## src/rtl/add_pipe_pkg.sv

```systemverilog
// Shared definitions for the pipelined chunked adder: operation encoding and
// the stage-count derivation used by add_pipe.
package add_pipe_pkg;

  localparam logic OP_ADD = 1'b0;
  localparam logic OP_SUB = 1'b1;

  function automatic int calc_nstages(input int width, input int chunk);
    return width / chunk;
  endfunction

endpackage

```

## src/rtl/add_chunk.sv

```systemverilog
// Combinational CHUNK-bit adder slice; also exposes the carry into its top bit
// so the final stage can form the signed-overflow flag.
module add_chunk #(
  parameter int CHUNK = 4
) (
  input  logic [CHUNK-1:0] a,
  input  logic [CHUNK-1:0] b,
  input  logic             ci,
  output logic [CHUNK-1:0] sum,
  output logic             co,
  output logic             c_msb
);

  logic [CHUNK:0] full;

  assign full  = {1'b0, a} + {1'b0, b} + {{CHUNK{1'b0}}, ci};
  assign sum   = full[CHUNK-1:0];
  assign co    = full[CHUNK];
  // Carry into the top bit is recovered from that bit's sum equation.
  assign c_msb = a[CHUNK-1] ^ b[CHUNK-1] ^ sum[CHUNK-1];

endmodule

```

## src/rtl/add_pipe.sv

```systemverilog
// Pipelined WIDTH-bit add/subtract: one CHUNK-bit slice per stage, carry
// registered between slices, global-stall valid/ready handshake.
module add_pipe
  import add_pipe_pkg::*;
#(
  parameter int WIDTH = 16,
  parameter int CHUNK = 4
) (
  input  logic             clk,
  input  logic             rst,
  input  logic             in_valid,
  output logic             in_ready,
  input  logic [WIDTH-1:0] a,
  input  logic [WIDTH-1:0] b,
  input  logic             ci,
  input  logic             sub,
  output logic             out_valid,
  input  logic             out_ready,
  output logic [WIDTH-1:0] sum,
  output logic             co,
  output logic             ovf,
  output logic             zero
);

  localparam int NSTAGES = calc_nstages(WIDTH, CHUNK);

  if (CHUNK < 1 || (WIDTH % CHUNK) != 0) begin : g_bad_params
    $error("add_pipe: WIDTH must be a positive multiple of CHUNK");
  end

  logic             adv;
  logic [WIDTH-1:0] b_eff;
  logic             c_in;

  // Every stage moves together; in_ready never looks at in_valid.
  assign adv      = !out_valid || out_ready;
  assign in_ready = adv;
  assign b_eff    = (sub == OP_SUB) ? ~b : b;
  assign c_in     = ci ^ sub;

  for (genvar k = 0; k < NSTAGES; k++) begin : stg
    localparam int LO = CHUNK * k;
    localparam int HI = CHUNK * (k + 1);

    logic [CHUNK-1:0] a_sl, b_sl, sum_sl;
    logic             c_sl, v_sl, co_sl, cmsb_sl;
    logic [HI-1:0]    res_nxt;
    logic             v_r, c_r;
    logic [HI-1:0]    res_r;

    if (k == 0) begin : g_src
      assign a_sl    = a[CHUNK-1:0];
      assign b_sl    = b_eff[CHUNK-1:0];
      assign c_sl    = c_in;
      assign v_sl    = in_valid;
      assign res_nxt = sum_sl;
    end else begin : g_src
      assign a_sl    = stg[k-1].g_ops.a_hi[CHUNK-1:0];
      assign b_sl    = stg[k-1].g_ops.b_hi[CHUNK-1:0];
      assign c_sl    = stg[k-1].c_r;
      assign v_sl    = stg[k-1].v_r;
      assign res_nxt = {sum_sl, stg[k-1].res_r};
    end

    add_chunk #(.CHUNK(CHUNK)) u_chunk (
      .a     (a_sl),
      .b     (b_sl),
      .ci    (c_sl),
      .sum   (sum_sl),
      .co    (co_sl),
      .c_msb (cmsb_sl)
    );

    always_ff @(posedge clk or posedge rst) begin
      if (rst) begin
        v_r   <= 1'b0;
        c_r   <= 1'b0;
        res_r <= '0;
      end else if (adv) begin
        v_r   <= v_sl;
        c_r   <= co_sl;
        res_r <= res_nxt;
      end
    end

    // Operand slices not yet consumed ride along; the last stage needs none.
    if (k < NSTAGES - 1) begin : g_ops
      logic [WIDTH-HI-1:0] a_hi, b_hi;
      logic [WIDTH-HI-1:0] a_hi_nxt, b_hi_nxt;

      if (k == 0) begin : g_from_port
        assign a_hi_nxt = a[WIDTH-1:HI];
        assign b_hi_nxt = b_eff[WIDTH-1:HI];
      end else begin : g_from_prev
        assign a_hi_nxt = stg[k-1].g_ops.a_hi[WIDTH-LO-1:CHUNK];
        assign b_hi_nxt = stg[k-1].g_ops.b_hi[WIDTH-LO-1:CHUNK];
      end

      always_ff @(posedge clk or posedge rst) begin
        if (rst) begin
          a_hi <= '0;
          b_hi <= '0;
        end else if (adv) begin
          a_hi <= a_hi_nxt;
          b_hi <= b_hi_nxt;
        end
      end
    end

    if (k == NSTAGES - 1) begin : g_last
      logic cmsb_r;

      always_ff @(posedge clk or posedge rst) begin
        if (rst) begin
          cmsb_r <= 1'b0;
        end else if (adv) begin
          cmsb_r <= cmsb_sl;
        end
      end
    end
  end

  assign out_valid = stg[NSTAGES-1].v_r;
  assign sum       = stg[NSTAGES-1].res_r;
  assign co        = stg[NSTAGES-1].c_r;
  assign ovf       = stg[NSTAGES-1].g_last.cmsb_r ^ stg[NSTAGES-1].c_r;
  assign zero      = (sum == '0);

endmodule
```

## config.mk

```make
export PLATFORM = sky130hd
export DESIGN_NAME = add_pipe
export DESIGN_NICKNAME = d
export VERILOG_FILES = /design/src/rtl/add_pipe_pkg.sv /design/src/rtl/add_chunk.sv /design/src/rtl/add_pipe.sv
export SDC_FILE = /design/constraint.sdc
export NUM_CORES = 1
export LEC_CHECK = 0
export BUFFER_PORTS_ARGS = -buffer_cell sky130_fd_sc_hd__buf_2
export CAP_MARGIN = 20
export CORE_MARGIN = 2
export CORE_UTILIZATION = 57
export DETAILED_ROUTE_END_ITERATION = 7
export PLACE_DENSITY_LB_ADDON = 0.12
export SLEW_MARGIN = 20
export SYNTH_ARGS = -nofsm -noshare
export SYNTH_HDL_FRONTEND = slang
export SYNTH_SLANG_ARGS = --single-unit
```

## constraint.sdc

```tcl
create_clock -name clk -period 4.7 [get_ports clk]
set_clock_uncertainty 0.1 [all_clocks]
set_input_delay 1.175 -clock clk [delete_from_list [all_inputs] [get_ports clk]]
set_output_delay 1.175 -clock clk [all_outputs]
set_load 0.02 [all_outputs]
```

# == Yosys cells after proc, flatten, opt, wreduce, memory -nomap -nowiden ==
# Cells that the tools add are included.
# totals
input_bits,38
output_inout_bits,21
regBits,97
elab_cells,36
# op_classes
muxes,1
bitwise,5
reduce_logical,3
n_addsub,8
# op_table
op,n
4-bit by 4-bit adder with 5-bit output,4
5-bit by 1-bit adder with 5-bit output,4
16-bit zero test,1
16-bit two-way mux,1
16-bit inverter,1
1-bit bitwise XOR,4
1-bit zero test,1
1-bit logical OR,1

# == Logic depth before layout (Yosys ltp) ==
# logic_depth
depth_word,4
mapped_depth,9
mapped_depth_nobuf,7

# == Modules after synthesis ==
# From an unflattened synthesis, not the netlist that was laid out.
# unflattened
hier_cells,300
area_unflattened_um2,4449.3
# modules_own_cells
module,area_per_inst_um2,instances,cells_per_inst
add_pipe,3883.7,1,232
add_chunk,141.4,4,17

# == Worst setup path before layout ==
# OpenSTA, ideal clock, no wires.
# synth_timing
kind,input-to-output
startpoint,input out_ready
endpoint,output in_ready
n_path_buf,2
t_required_ns,3.425
cell_stages,4
t_arrival_ns,1.616
path_slack_ns,1.809
cell_sequence,nor2b_4 -> inv_2 -> buf_6 -> buf_6
# synth_between
elab_chain_len,1
# synth_lines
element,line,source
from (decl),add_pipe.sv:18,"input logic out_ready,"
1-bit logical OR,add_pipe.sv:36,assign adv = !out_valid || out_ready;
to (decl),add_pipe.sv:12,"output logic in_ready,"
# Every way passes these cells.

# == Worst setup path in the final report ==
# Ends and elaborated chain as after synthesis.

==> key figures <==
Timing
  • Setup violators final: 0
  • Tmin final: 2.91 ns
  • RSZ-0062 raised after global routing: false
  • Fmax: 0.344 GHz
  • Tightest Pin Transition: around 0.95 ns
  • Crit share post-route: 61.9%
  • Final hold violations: 0
  • Setup TNS Final: 0 ns
  • Count of final max-slew check failures: 0
  • Max-slew headroom: 36.5%

Die
  • Die width: 91.9 um
  • IO Pins: just under 60
  • Die height: approximately 92 um
  • Core Area: 7610 um2
  • Die area: around 8500 um2
  • Initial core utilization: 57.9%
  • Row cnt: 32

Clock tree
  • CTS sink count: 97
  • Insertion delay to the later sink of the worst-skew pair: ~0.37 ns
  • CTS Hold Buffers Added: 0
  • Setup Fix Bufs, Post-CTS: 0
  • CTS clk-pin slew, worst paths: 0.10 ns
  • H-tree depth: 3
  • CTS Root Cell: clkbuf_8
  • CTS tree: yes
  • Resize count post-CTS: 0
  • Longest Clk Path Bufs: 2
  • CTS Buf Count: 9

Global routing
  • Gr ovfl total: 0
  • Vias in the first global route: 2765
  • Initial antenna violation count: 0
  • Global-route wire length before repair: 12600 um
  • GRT Overall Usage: 18.8%
  • Largest net degree at the start of global routing: 103

Routing
  • DR iter-0 viols: 206
  • WL/cell: 11.9 um
  • Number of remaining DRC errors: 0
  • DR pass1 iterations: 6
  • Vias/cell: 4.82
  • Detailed Route WL: 7360 um
  • Post-detailed-route count of antenna-violating nets: 0
  • Routed via count: 2977

Synthesis
  • EDFF count, synth: 0
  • Syn avg cell area: 9.54 um2
  • Net count after synthesis: 520
  • Asr flop ratio synth: 100%
  • Count leader, synth: nand2_1
  • Top_reg_cell synth: dfrtp_1
  • Synth Warn #: 0
  • Mapped Area: 4410 um2
  • Netlist cell types: 23
  • Synthesized netlist cell count: 462
  • Number of synthesized register bits: 97
  • Top cells by area, synth: dfrtp_1 (55%), nand2_1 (18%), fa_1 (3.6%), ha_1 (3.4%), o21ai_0 (2.6%)
  • Synth top area share: 55.1%
  • Top cells by count, synth: nand2_1 (217), dfrtp_1 (97), o21ai_0 (23)
  • Sequential fraction of the synthesis area: ~55%
  • Yosys top cell by area: dfrtp_1

Placed design
  • GPL Wtd Cong: 0.727
  • Post-DP HPWL: roughly 4700 um
  • PortBufs: 58

Power and ir drop
  • Max IR drop VDD: 254 uV
  • Leak Pwr: around 2.6 nW
  • Pwr dens: 666 nW/um2

Layout
  • Nets@finish: 569
  • Area growth syn-to-layout: 10.9%
  • Ratio of cells with drive above 1 in the final layout: around 17%
  • Final Util: between 60% and 70%
  • Antenna Cells: 0

Critical path
  • Crit path DAT: 1.63 ns
  • CP Capture Type: primary output
  • Reg2Reg Capture Point: co
  • Origin of the critical flop-to-flop path: stg[2].c_r
  • Startpoint Class: input pin
  • Worst setup path endpoint: in_ready
  • Reg2reg setup slack: approximately 2.7 ns
  • Crit-path max FO: 2
  • Critical path class: in -> out
  • Worst setup path start: out_ready
  • R2R depth: 5
  • Crit path required time: 3.42 ns

Status
  • Run status: finished clean

Min path
  • Class of the worst hold path: reg -> reg
  • Worst hold path startpoint: stg[2].res_r[4]

Run
  • Max-cap viol count: 0
-- stage by stage --
| step | setup slack, ns | std cells | cell area [um2] | power [mW] | hold WS (ns) |
|---|---|---|---|---|---|
| after detailed placement | 1.64 | 602 | 4640 | 2.63 | 0.348 |
| after global routing | 1.77 | 618 | 4890 | 3.53 | 0.390 |
| after CTS | 1.77 | 618 | 4890 | 3.29 | 0.369 |
| after floorplan | 0.891 | 462 | 4410 | 2.36 | 0.330 |
| after global placement | 1.71 | 602 | 4640 | 2.57 | 0.341 |
| final | 1.79 | 618 | 4890 | 3.26 | 0.361 |
-- layout by cell type (no fill, tap or decap), drive strengths merged, types with 9 or more instances in the layout --
master and count:
a21oi 14, buf 61, clkbuf 9, dfrtp 97
ha 12, inv 15, nand2 217, nor2 12
o21ai 27, xnor2 12, xor2 12
-- cell families (layout without fill, tap and decap cells) --
group	count (synthesis)	count (layout)	share of synthesized area, %
xor gates and xnor gates	24	24	4.77
and+or+nand+nor	239	239	21.1
buffers and inverters	36	90	5.88
DFF	97	97	55.1
AOI/OAI and AO/OA	46	46	6.10
adders and majority gates	20	20	7.04
-- layout make-up --
class | instances | area (um2)
Clock buffer | 9 | 124
Clock inverter | 7 | 125
Fill cell | 657 | 2720
Inverter | 13 | 51.3
Multi-Input combinational cell | 329 | 1720
Sequential cell | 97 | 2430
Tap cell | 102 | 128
Timing Repair Buffer | 61 | 313
-- worst min-delay path by stage --
stage | to | slack (ns) | depth (start not counted)
floorplan | stg[2].v_r | 0.33 | 2
global placement | out_valid | 0.34 | 1
detailed placement | out_valid | 0.35 | 1
CTS | sum[4] | 0.37 | 2
global route | out_valid | 0.39 | 1
finish | sum[4] | 0.36 | 2
-- state kept, by name, indices dropped and copies added (netlist names) --
signal and cells:
stg.res_r 24, co 1, stg.g_ops.a_hi 24, out_valid 1, stg.g_ops.b_hi 24, stg.c_r 3, stg.g_last.cmsb_r 1, stg.v_r 3
sum 16
-- worst max-delay path: stages --
cell	delay, ns
buf_2	0.11
nor2b_4	0.15
inv_2	0.05
buf_2	0.15
-- per-layer routing --
| layer | global-route usage, % | vias to the layer above | routed length, um |
|---|---|---|---|
| met4 | 8.08 | 0 | 138 |
| met1 | 26.2 | 1378 | 3640 |
| li1 | - | 1538 | - |
| met3 | 3.20 | 10 | 253 |
| met2 | 29.5 | 51 | 3320 |
| met5 | 0 | - | 0 |
-- where the power goes --
group	total [mW]	internal, mW	leakage [nW]	switching, mW
clock network	0.656	0.359	0.124	0.298
registers	1.44	1.21	1.17	0.229
logic	1.16	0.462	1.28	0.701
No activity file was read; power rests on OpenSTA's default activity.
